<file path="src/rtl/gcd_pkg.sv">
// Shared definitions for the GCD accelerator: FSM state encoding and the
// default operand width used by gcd_engine and gcd_datapath.
package gcd_pkg;

  localparam int GCD_WIDTH_DEFAULT = 16;

  typedef enum logic [1:0] {
    ST_IDLE = 2'd0,
    ST_CALC = 2'd1,
    ST_DONE = 2'd2
  } gcd_state_e;

endpackage : gcd_pkg

</file>
<file path="src/rtl/gcd_datapath.sv">
// Operand registers, magnitude comparator, subtractor and result select for
// the GCD engine. The controller drives load_i (capture new operands) and
// step_i (perform one subtraction); the larger operand is always the
// minuend, so the subtraction never wraps.
module gcd_datapath
  import gcd_pkg::*;
#(
  parameter int WIDTH = GCD_WIDTH_DEFAULT
) (
  input  logic             clk_i,
  input  logic             rst_i,
  input  logic             load_i,
  input  logic             step_i,
  input  logic [WIDTH-1:0] a_i,
  input  logic [WIDTH-1:0] b_i,
  output logic             eq_o,
  output logic             a_zero_o,
  output logic             b_zero_o,
  output logic [WIDTH-1:0] result_o
);

  logic [WIDTH-1:0] a_q;
  logic [WIDTH-1:0] a_d;
  logic [WIDTH-1:0] b_q;
  logic [WIDTH-1:0] b_d;
  logic             lt_s;
  logic             gt_s;

  // Comparator: relations between the two working operands.
  always_comb begin
    lt_s     = (a_q < b_q);
    gt_s     = (a_q > b_q);
    eq_o     = (a_q == b_q);
    a_zero_o = (a_q == {WIDTH{1'b0}});
    b_zero_o = (b_q == {WIDTH{1'b0}});
  end

  // Next operand values: capture on load, otherwise subtract the smaller
  // operand from the larger one when a step is requested.
  always_comb begin
    a_d = a_q;
    b_d = b_q;
    if (load_i) begin
      a_d = a_i;
      b_d = b_i;
    end else if (step_i && gt_s) begin
      a_d = a_q - b_q;
    end else if (step_i && lt_s) begin
      b_d = b_q - a_q;
    end else begin
      a_d = a_q;
      b_d = b_q;
    end
  end

  // Result select: a zero A means B is the answer; otherwise A is (B==0 or A==B).
  always_comb begin
    if (a_zero_o) begin
      result_o = b_q;
    end else begin
      result_o = a_q;
    end
  end

  // Operand registers.
  always_ff @(posedge clk_i or posedge rst_i) begin
    if (rst_i) begin
      a_q <= {WIDTH{1'b0}};
      b_q <= {WIDTH{1'b0}};
    end else begin
      a_q <= a_d;
      b_q <= b_d;
    end
  end

endmodule : gcd_datapath

</file>
<file path="src/rtl/gcd_engine.sv">
// GCD accelerator top: start/done handshake, IDLE/CALC/DONE controller,
// held result register and the gcd_datapath instance.
// Optional iteration counter: define GCD_ITER_CNT_EN to add the iter_cnt
// port, a saturating count of subtraction cycles of the last calculation.
module gcd_engine
  import gcd_pkg::*;
#(
  parameter int WIDTH = GCD_WIDTH_DEFAULT
`ifdef GCD_ITER_CNT_EN
  ,
  parameter int CNT_W = WIDTH
`endif
) (
  input  logic             clk,
  input  logic             rst,
  input  logic             start,
  input  logic [WIDTH-1:0] a_in,
  input  logic [WIDTH-1:0] b_in,
  input  logic             abort,
  output logic             ready,
  output logic             busy,
  output logic             done,
  output logic [WIDTH-1:0] gcd_out
`ifdef GCD_ITER_CNT_EN
  ,
  output logic [CNT_W-1:0] iter_cnt
`endif
);

  gcd_state_e       state_q;
  gcd_state_e       state_d;
  logic [WIDTH-1:0] gcd_q;
  logic [WIDTH-1:0] gcd_d;
  logic             load_s;
  logic             step_s;
  logic             eq_s;
  logic             a_zero_s;
  logic             b_zero_s;
  logic             finish_s;
  logic [WIDTH-1:0] result_s;

  gcd_datapath #(
    .WIDTH (WIDTH)
  ) u_datapath (
    .clk_i    (clk),
    .rst_i    (rst),
    .load_i   (load_s),
    .step_i   (step_s),
    .a_i      (a_in),
    .b_i      (b_in),
    .eq_o     (eq_s),
    .a_zero_o (a_zero_s),
    .b_zero_o (b_zero_s),
    .result_o (result_s)
  );

  // The calculation terminates once either operand is zero or both match.
  always_comb begin
    finish_s = a_zero_s | b_zero_s | eq_s;
  end

  // Controller: next state, datapath strobes and result update.
  always_comb begin
    state_d = state_q;
    gcd_d   = gcd_q;
    load_s  = 1'b0;
    step_s  = 1'b0;
    case (state_q)
      ST_IDLE: begin
        if (start) begin
          load_s  = 1'b1;
          gcd_d   = {WIDTH{1'b0}};
          state_d = ST_CALC;
        end else begin
          state_d = ST_IDLE;
        end
      end
      ST_CALC: begin
        if (abort) begin
          state_d = ST_IDLE;
        end else if (finish_s) begin
          gcd_d   = result_s;
          state_d = ST_DONE;
        end else begin
          step_s  = 1'b1;
          state_d = ST_CALC;
        end
      end
      ST_DONE: begin
        state_d = ST_IDLE;
      end
      default: begin
        state_d = ST_IDLE;
      end
    endcase
  end

  // State and held-result registers.
  always_ff @(posedge clk or posedge rst) begin
    if (rst) begin
      state_q <= ST_IDLE;
      gcd_q   <= {WIDTH{1'b0}};
    end else begin
      state_q <= state_d;
      gcd_q   <= gcd_d;
    end
  end

  // Status outputs decoded purely from the state register.
  always_comb begin
    ready   = (state_q == ST_IDLE);
    busy    = (state_q == ST_CALC) || (state_q == ST_DONE);
    done    = (state_q == ST_DONE);
    gcd_out = gcd_q;
  end

`ifdef GCD_ITER_CNT_EN
  logic [CNT_W-1:0] iter_q;
  logic [CNT_W-1:0] iter_d;

  // Iteration counter: cleared on accept, counts subtraction cycles, sticks at all-ones.
  always_comb begin
    iter_d = iter_q;
    if (load_s) begin
      iter_d = {CNT_W{1'b0}};
    end else if (step_s && (iter_q != {CNT_W{1'b1}})) begin
      iter_d = iter_q + {{(CNT_W-1){1'b0}}, 1'b1};
    end else begin
      iter_d = iter_q;
    end
  end

  // Iteration counter register.
  always_ff @(posedge clk or posedge rst) begin
    if (rst) begin
      iter_q <= {CNT_W{1'b0}};
    end else begin
      iter_q <= iter_d;
    end
  end

  // Counter output straight from its register.
  always_comb begin
    iter_cnt = iter_q;
  end
`endif

endmodule : gcd_engine

</file>
<file path="config.mk">
export PLATFORM = sky130hd
export DESIGN_NAME = gcd_engine
export DESIGN_NICKNAME = d
export VERILOG_FILES = /design/src/rtl/gcd_pkg.sv /design/src/rtl/gcd_datapath.sv /design/src/rtl/gcd_engine.sv
export SDC_FILE = /design/constraint.sdc
export NUM_CORES = 1
export LEC_CHECK = 0
export ABC_AREA = 1
export CAP_MARGIN = 40
export CORE_AREA = 4 4 106 108
export CTS_CLUSTER_DIAMETER = 40
export DETAILED_ROUTE_END_ITERATION = 10
export DIE_AREA = 0 0 110 112
export PLACE_DENSITY = 0.7
export SLEW_MARGIN = 20
export SYNTH_ARGS = -nofsm -noshare
export SYNTH_HDL_FRONTEND = slang
export SYNTH_SLANG_ARGS = --single-unit
</file>
<file path="constraint.sdc">
create_clock -name clk -period 2 [get_ports clk]
set_input_delay 0.4 -clock clk [delete_from_list [all_inputs] [get_ports clk]]
set_output_delay 0.4 -clock clk [all_outputs]
set_load 0.01 [all_outputs]
</file>
Yosys cells after proc, flatten, opt, wreduce, memory -nomap -nowiden
Index checks and enable logic that the tools add are counted.
{ "word_totals": {"input_bits": 36, "output_inout_bits": 19, "word_cells": 47, "register_bits": 50} }
{ "op_classes": {"n_bitwise": 2, "muxes": 19, "magnitude_cmp": 2, "n_reduce_logical": 11, "n_eq_ne": 7, "n_addsub": 2} }
{ "op_table": {"columns": ["op", "count"], "rows": [
  ["$mux W16", 9],
  ["$logic_not A16 Y1", 2],
  ["$pmux W16 S2", 1],
  ["$sub A16 B16 Y16", 2],
  ["$eq A16 B16 Y1", 1],
  ["$gt A16 B16 Y1", 1],
  ["$lt A16 B16 Y1", 1],
  ["$ne A2 B2 Y1 const B", 4],
  ["$mux W1", 6],
  ["$reduce_bool A2 Y1", 3],
  ["$mux W2", 2],
  ["$pmux W2 S2", 1],
  ["$reduce_and A4 Y1", 1],
  ["$eq A2 B1 Y1 const B", 1],
  ["$eq A2 B2 Y1 const B", 1],
  ["$logic_and A1 B1 Y1", 2],
  ["$logic_not A2 Y1", 1],
  ["$or A1 B1 Y1", 2],
  ["$reduce_and A2 Y1", 1],
  ["$logic_or A1 B1 Y1", 1]
]} }

Depth between registers and ports, before layout
Gate-level depths: netlist of the first run.
{ "logic_depth": {"word_depth": 10, "ltp_mapped": 15, "ltp_nobuf": 14} }

Cells and area by module
From an unflattened synthesis of the first run, not the netlist that was laid out.
{ "hier_totals": {"hier_cells": 731, "area_unflattened_um2": 4685.7} }
{ "by_module_without_submodules": {"columns": ["mod", "cells_per_inst", "area_each_um2", "instances", "seq_area_each_um2"], "rows": [
  ["gcd_datapath", 607, 3706.1, 1, 800.8],
  ["gcd_engine", 124, 979.7, 1, 450.4]
]} }

Least setup slack after synthesis of the first run
OpenSTA, ideal clock, no wires.
{ "synth_timing": {"path_type": "register -> register", "from": "reg u_datapath.a_q[0]", "to": "reg u_datapath.a_q[5]", "n_path_buf": 1, "arrival_ps": 1884, "path_stages_with_launch": 15, "synth_period_minus_slack_ps": 2009, "setup_slack_ps": -9, "setup_ps": 125, "cell_sequence": "dfrtp_1 inv_1 ha_1 fa_1 inv_1 nand3_1 nand2_1 nand2_1 nand2_2 nand2_1 nand3_1 nand2_2 buf_6 nand3_1 nand3_1"} }
{ "synth_via": {"elab_chain_len": 8, "elab_cells_between_ends": 13} }
{ "synth_lines": {"columns": ["item", "line_no", "source"], "rows": [
  ["start: declaration", "gcd_datapath.sv:22", "logic [WIDTH-1:0] a_q;"],
  ["start signal: assignment", "gcd_datapath.sv:68", "a_q <= {WIDTH{1'b0}};"],
  ["$logic_not A16 Y1", "gcd_datapath.sv:34", "a_zero_o = (a_q == {WIDTH{1'b0}});"],
  ["$or A1 B1 Y1 (2 in series)", "gcd_engine.sv:59", "finish_s = a_zero_s | b_zero_s | eq_s;"],
  ["$mux W1", "gcd_engine.sv:81", "end else if (finish_s) begin"],
  ["$mux W1", "gcd_engine.sv:79", "if (abort) begin"],
  ["$mux W1", "gcd_engine.sv:68", "case (state_q)"],
  ["$logic_and A1 B1 Y1", "gcd_datapath.sv:46", "end else if (step_i && gt_s) begin"],
  ["$reduce_bool A2 Y1 (no line)", null, null]
]} }
Parallel ways exist; a longest one is shown, timed or not. The select of a mux whose other input is x is not followed.
A chain may end at the register's enable or synchronous reset.

Worst setup path in the final report of the first run
{ "layout_timing": {"from": "reg u_datapath.a_q[0]", "to": "reg u_datapath.a_q[11]"} }
The elaborated chain is that of the path after synthesis.

==> flow_metrics.py, run 1 <==
metrics = {
    "grt": {
        "grt_max_degree": 39,
        "grt_antenna_before_repair": 0,
        "grt_pass1_wl_um": 23690,
        "grt_use_met2": 0.3726,
        "grt_usage": 0.2445,
        "grt_busiest_layer": "met2",
        "use_met3": 0.02377,
        "grt_remaining_overflow": 0,
        "grt_util_met1": 0.3718,
        "first_global_vias": 4757,
    },
    "timing": {
        "tightest_slew_ns": 0.6116,
        "hold_viol_final": 0,
        "period_share": 1.074,
        "setup_viol": 35,
        "finalSetupTns_ns": -2.827,
        "clock_skew_ns": 0.006117,
        "max_freq_ghz": 0.4656,
        "drv_slew": 0,
        "setup_slack_ns": -0.1478,
        "maxSlewHeadroom": 0.5880,
        "rsz0062_at_grt": "true",
        "min_period_ns": 2.148,
    },
    "placement": {
        "gp_congestion": 1.011,
        "dp_slack_ns": -0.09042,
        "hpwl_um": 11990,
        "dpl-instance-area_um2": 6017,
        "io_buffers": 54,
    },
    "critical_path": {
        "timing.rr.start": "u_datapath.a_q[0]$_DFFE_PP0P_",
        "worstSetupStartpointType": "flop",
        "worstPathMaxFanout": 5,
        "cp-end-kind": "flop",
        "r2r_cells": 13,
        "worstPathArrival_ns": 2.41,
        "timing.rr.end": "u_datapath.a_q[11]$_DFFE_PP0P_",
        "required_ns": 2.26,
        "crit_type": "reg -> reg",
        "reg2reg_slack_ns": -0.15,
    },
    "status": {
        "status": "finished, violations left",
        "violations": "setup timing",
    },
    "synthesis": {
        "syn_inst": 722,
        "yosysWarnings": 0,
        "yosysSeqAreaShare": 0.2637,
        "netlist_area_um2": 4745,
        "avgSynthCellArea_um2": 6.571,
        "synth_cell_types": 31,
        "ys_ff_latch": 50,
        "synth_nets": 794,
    },
    "die": {
        "core_um2": 10230,
        "die_x_um": 110,
        "die_area_um2": 12320,
        "rows": 37,
        "fp.dieH_um": 112,
        "io_pins": 55,
        "initial_core_util": 0.4637,
    },
    "clock_network": {
        "cts-buffers-inserted": 5,
        "clkSinkCount": 50,
        "cts_tree": "yes",
        "clockBufferDepth": 2,
        "root_buffer": "clkbuf_8",
        "path_clk_slew_ns": 0.10,
        "ctsHtreeMaxLevel": 2,
        "hold_buffers": 0,
        "worstSkewPairLatency_ns": 0.32,
    },
    "pwr": {
        "power_density_nw_per_um2": 2059,
        "vdd_ir_drop_max_uv": 1102,
        "p_leak_nw": 3.696,
    },
    "layout": {
        "fin_nets": 942,
        "n_antenna_cell": 0,
        "stdcell_area_um2": 7018,
        "drive_gt1_frac": 0.3146,
        "layout_common_cells": "218 x nand2_1, 101 x inv_1, 93 x buf_4, 53 x clkdlybuf4s50_1",
        "area_growth_pct": 47.92,
        "utilization": 0.6859,
        "layout_commonest_cell": "nand2_1",
    },
    "run": {
        "drv_cap": 0,
    },
    "drt": {
        "dr.pass1.iters": 6,
        "wl_per_cell_um": 16.67,
        "drt_wl_total_um": 16790,
        "ant_nets": 0,
        "via_count": 5234,
        "drcViolationCount": 0,
        "avgViaCountPerCell": 5.198,
        "drt_iter0_drc": 423,
    },
    "worst_hold_path": {
        "hold_class": "in -> async",
    },
}
## repair_timing
item / 4_1_cts / 5_1_grt
pin swaps: 2 / 33
endpoints found under the setup margin: 48 / 49
endpoints found under the hold margin: 0 / 0
resized for setup: 19 / 111
gates cloned: 0 / 8
buffers inserted: 2 / 16
## power by group
group / leakage, nW / internal (mW) / switching (mW)
clock network: 0.0514 / 0.374 / 0.381
logic: 3.01 / 5.19 / 6.59
registers: 0.631 / 1.47 / 0.453
## cell usage after synthesis, drive strengths merged
cell | number | area [µm²]
nand3 | 78 | 417.9
ha | 34 | 425.4
fa | 2 | 40.04
and2 | 3 | 18.77
clkbuf | 5 | 18.77
dfrtp | 50 | 1251
nor2 | 56 | 241.5
o21ai | 55 | 369.1
nand4 | 8 | 50.05
inv | 112 | 420.4
xor2 | 10 | 87.58
nand2 | 269 | 1125
nor3 | 1 | 5.000
a21oi | 14 | 85.09
xnor2 | 2 | 17.52
buf | 18 | 140.1
or2 | 5 | 31.28
## per-layer routing
metal | share of wire | wire (µm)
met5 | 0 | 0
met3 | 0.068 | 1140
met1 | 0.45 | 7478
met2 | 0.47 | 7861
met4 | 0.018 | 310
## critical path, stage by stage (launching register included)
cell     delay, ns
dfrtp_1       0.41
inv_2         0.07
ha_4          0.17
fa_2          0.41
inv_2         0.08
nand3_2       0.06
nand2_2       0.08
nand2_2       0.07
nand2_4       0.09
a21oi_4       0.08
nor2_2        0.17
buf_4         0.18
nand3_1       0.11
nand3_2       0.11
## per-stage QoR
| step | hold WS [ns] | power (mW) | std cells |
|---|---|---|---|
| 2_1_floorplan | 0.4712 | 7.724 | 722 |
| 3_3_place_gp | 0.4662 | 11.33 | 973 |
| 3_5_place_dp | 0.4729 | 11.41 | 973 |
| 4_1_cts | 0.4000 | 12.44 | 983 |
| 5_1_grt | 0.4196 | 15.52 | 1007 |
| 6_report | 0.3732 | 14.45 | 1007 |
## flip-flops by register name (all words and copies together) (netlist names)
| register | flops |
|---|---|
| state_q | 2 |
| u_datapath.a_q | 16 |
| gcd_out | 16 |
| u_datapath.b_q | 16 |
## how the worst max path moves through the flow
stage | cells after the start | startpoint | slack, ns | end
CTS | 14 | u_datapath.a_q[0]$_DFFE_PP0P_ | -0.02 | u_datapath.a_q[11]$_DFFE_PP0P_
finish | 13 | u_datapath.a_q[0]$_DFFE_PP0P_ | -0.15 | u_datapath.a_q[11]$_DFFE_PP0P_
global placement | 14 | u_datapath.a_q[0]$_DFFE_PP0P_ | -0.01 | u_datapath.a_q[3]$_DFFE_PP0P_
floorplan | 14 | u_datapath.a_q[0]$_DFFE_PP0P_ | 0.05 | u_datapath.a_q[5]$_DFFE_PP0P_
global route | 13 | u_datapath.a_q[0]$_DFFE_PP0P_ | -0.25 | u_datapath.a_q[11]$_DFFE_PP0P_
detailed placement | 14 | u_datapath.a_q[0]$_DFFE_PP0P_ | -0.09 | u_datapath.a_q[2]$_DFFE_PP0P_
## layout make-up
cell class              instances  area (µm²)
inverters                     112       420.4
clock buffers                   6       72.57
clock inverters                 2       37.54
repair buffers                164        1580
multi-input cells             537        3483
flip-flops and latches         50        1254
fillers                       827        3213
well taps                     136       170.2
## cells by family (layout without fill, tap and decap cells)
family | count (synthesis) | after routing | synth area share
AND/OR/NAND/NOR | 420 | 420 | 0.3982
buffers and inverters | 135 | 284 | 0.1221
AO/OA/AOI/OAI | 69 | 69 | 0.09573
flip-flops | 50 | 50 | 0.2637
adder cells (fa/ha/maj) | 36 | 36 | 0.09810
XOR/XNOR | 12 | 12 | 0.02215
No activity file was read; power rests on OpenSTA's default activity.
==> run 2: changes to the inputs <==
CTS_CLUSTER_SIZE = 10   (was not set)
==> results of run 2 <==
Same layout as run 1: the final DEF is identical, and so are final timing and power.
==> run 3: changes to the inputs <==
ABC_AREA = not set   (was 1)
CORE_AREA = 4 4 100 102   (was 4 4 106 108)
CTS_CLUSTER_SIZE = 14   (was 10)
DIE_AREA = 0 0 104 106   (was 0 0 110 112)
PLACE_DENSITY = 0.71   (was 0.7)
==> flow_metrics.py, run 3 <==
metrics = {
    "timing": {
        "period_share": 1.340,
        "hold_viol_final": 0,
        "maxSlewHeadroom": 0.6469,
        "worst_hold_slack_ns": 0.4583,
        "tightest_slew_ns": 0.5241,
        "drv_slew": 0,
        "rsz0062_at_grt": "true",
        "setup_viol": 50,
        "setup_slack_ns": -0.6791,
        "max_freq_ghz": 0.3733,
        "min_period_ns": 2.679,
        "clock_skew_ns": 0.008840,
    },
    "pwr": {
        "total_power_mw": 16.31,
        "p_leak_nw": 3.280,
        "vdd_ir_drop_max_uv": 1161,
        "power_density_nw_per_um2": 2234,
    },
    "critical_path": {
        "r2r_cells": 9,
        "crit_chain": "buf_6 > buf_4 > nor4_1 > nand4_1 > buf_4 > a31oi_4 > o21ai_4 > buf_12 > o31ai_1",
        "critPathTopFamily": "simple AND/OR/NAND/NOR gates",
        "cp_num_buf_inv": 4,
        "worstPathArrival_ns": 2.88,
        "slowest_stage": "nor4_1",
        "cp_common_cell": "buf_4",
        "worstPathMaxFanout": 8,
        "timing.rr.end": "gcd_out[15]$_DFFE_PP0P_",
        "required_ns": 2.21,
        "crit_path_max_incr_delay_ns": 0.46,
        "worstSetupStartpointType": "flop",
        "timing.rr.start": "u_datapath.b_q[0]$_DFFE_PP0P_",
        "crit_type": "reg -> reg",
        "reg2reg_slack_ns": -0.68,
        "cp-end-kind": "flop",
    },
    "placement": {
        "gp_congestion": 0.9590,
        "dpl-instance-area_um2": 5924,
        "hpwl_um": 11850,
        "io_buffers": 54,
    },
    "grt": {
        "first_global_vias": 5458,
        "grt_usage": 0.3339,
        "grt_remaining_overflow": 0,
        "grt_antenna_before_repair": 0,
        "grt_max_degree": 51,
        "grt_pass1_wl_um": 29040,
    },
    "drt": {
        "wl_per_cell_um": 24.77,
        "drt_wl_total_um": 20880,
        "via_count": 5461,
        "dr.pass1.iters": 8,
        "drt_iter0_drc": 657,
        "avgViaCountPerCell": 6.478,
        "ant_nets": 0,
        "drcViolationCount": 0,
    },
    "synthesis": {
        "synth_cell_types": 56,
        "synth-main-ff-cell": "dfrtp_1",
        "ys_ff_latch": 50,
        "yosysWarnings": 0,
        "syn_inst": 519,
        "ys_top_cells_by_area": "dfrtp_1 30%, ha_1 10%, a21oi_1 6.4%",
        "synth_edf_count": 0,
        "synth_top_cell_area_share": 0.3010,
        "synth_most_common_cell": "nand2_1",
        "yosysSeqAreaShare": 0.3010,
        "yosys.area.top_type": "dfrtp_1",
        "synthArstFlopShare": 1.000,
        "synth_nets": 591,
        "avgSynthCellArea_um2": 8.009,
        "yosys-top-cells-count": "67 x nand2_1, 53 x a21oi_1, 50 x dfrtp_1",
        "netlist_area_um2": 4156,
    },
    "die": {
        "fp.dieH_um": 106,
        "die_area_um2": 11020,
        "core_um2": 9109,
        "die_x_um": 104,
        "rows": 35,
        "io_pins": 55,
        "initial_core_util": 0.4563,
    },
    "run": {
        "drv_cap": 0,
    },
    "layout": {
        "layout_common_cells": "150 x buf_4, 52 x clkdlybuf4s50_1, 50 x dfrtp_1, 43 x nand2_1, 41 x a21oi_1",
        "n_antenna_cell": 0,
        "fin_nets": 804,
        "layout_commonest_cell": "buf_4",
        "drive_gt1_frac": 0.4385,
        "area_growth_pct": 75.62,
        "fill_cells": 491,
        "stdcell_area_um2": 7300,
    },
    "clock_network": {
        "worstSkewPairLatency_ns": 0.32,
        "hold_buffers": 0,
        "root_buffer": "clkbuf_8",
        "clkSinkCount": 50,
        "ctsHtreeMaxLevel": 2,
        "cts-buffers-inserted": 5,
        "cts_tree": "yes",
        "path_clk_slew_ns": 0.10,
        "clockBufferDepth": 2,
    },
    "status": {
        "status": "finished, violations left",
        "violations": "setup timing",
    },
    "worst_hold_path": {
        "hold_class": "in -> async",
    },
}
## run 3: what timing repair did
| item | in CTS | in global routing |
|---|---|---|
| buffers inserted | 28 | 12 |
| resized for setup | 128 | 52 |
| cloned | 4 | 0 |
| pin swaps | 58 | 28 |
| hold endpoints to repair | 0 | 0 |
| endpoints found under the setup margin | 50 | 49 |
## run 3: per-stage QoR
stage	std cells	setup TNS (ns)	worst slack, ns	utilization
6_report	843	-27.24	-0.6791	0.8014
4_1_cts	832	-18.81	-0.4779	0.7628
2_1_floorplan	519	-10.43	-0.3284	-
3_5_place_dp	794	-26.13	-0.7018	0.6504
3_3_place_gp	794	-21.86	-0.6288	0.6504
5_1_grt	843	-28.38	-0.7231	0.8014
## run 3: area by class of cell
type                    instances  area (µm²)  area share
inverters                      41       158.9     0.02177
flip-flops and latches         50        1251      0.1714
clock buffers                   6       82.58     0.01131
clock inverters                 1       30.03    0.004114
multi-input cells             397        3460      0.4739
repair buffers                237        2178      0.2984
well taps                     111       138.9     0.01903
## run 3: logic make-up after synthesis
group	count (synthesis)	synth area share
mux	13	0.03251
xor+xnor	15	0.03161
compound gates	169	0.2541
fa+ha+maj	36	0.1120
buf+inv	72	0.07496
flops	50	0.3010
simple gates	164	0.1939
## run 3: worst register-to-register path, cell delays in order, from the launching register on
cell	delay, ns
dfrtp_1	0.44
buf_6	0.15
buf_4	0.14
nor4_1	0.46
nand4_1	0.33
buf_4	0.26
a31oi_4	0.18
o21ai_4	0.12
buf_12	0.19
o31ai_1	0.30
## run 3: per-layer routing
layer | track usage | share of wire | wire (µm) | vias up
met5 | 0 | 0 | 0 | -
met4 | 0.1510 | 0.075 | 1559 | 0
met3 | 0.04918 | 0.10 | 2103 | 162
met2 | 0.5669 | 0.46 | 9672 | 428
met1 | 0.4215 | 0.36 | 7545 | 2586
li1 | - | - | - | 2285
## run 3: how the worst max path moves through the flow
stage	startpoint	to	slack [ns]	cells past startpoint
after CTS	u_datapath.a_q[0]$_DFFE_PP0P_	u_datapath.b_q[10]$_DFFE_PP0P_	-0.48	9
after global placement	u_datapath.b_q[0]$_DFFE_PP0P_	u_datapath.a_q[15]$_DFFE_PP0P_	-0.63	8
after global routing	u_datapath.b_q[0]$_DFFE_PP0P_	gcd_out[15]$_DFFE_PP0P_	-0.72	9
after floorplan	u_datapath.b_q[11]$_DFFE_PP0P_	u_datapath.b_q[1]$_DFFE_PP0P_	-0.33	10
final	u_datapath.b_q[0]$_DFFE_PP0P_	gcd_out[15]$_DFFE_PP0P_	-0.68	9
after detailed placement	u_datapath.a_q[0]$_DFFE_PP0P_	u_datapath.a_q[15]$_DFFE_PP0P_	-0.70	9
## run 3: report_power, final
part / switching [mW] / total [mW] / leakage (nW) / internal (mW)
Clock: 0.382 / 0.784 / 0.0573 / 0.402
Combinational: 6.92 / 13.6 / 2.61 / 6.68
Sequential: 0.462 / 1.93 / 0.615 / 1.47
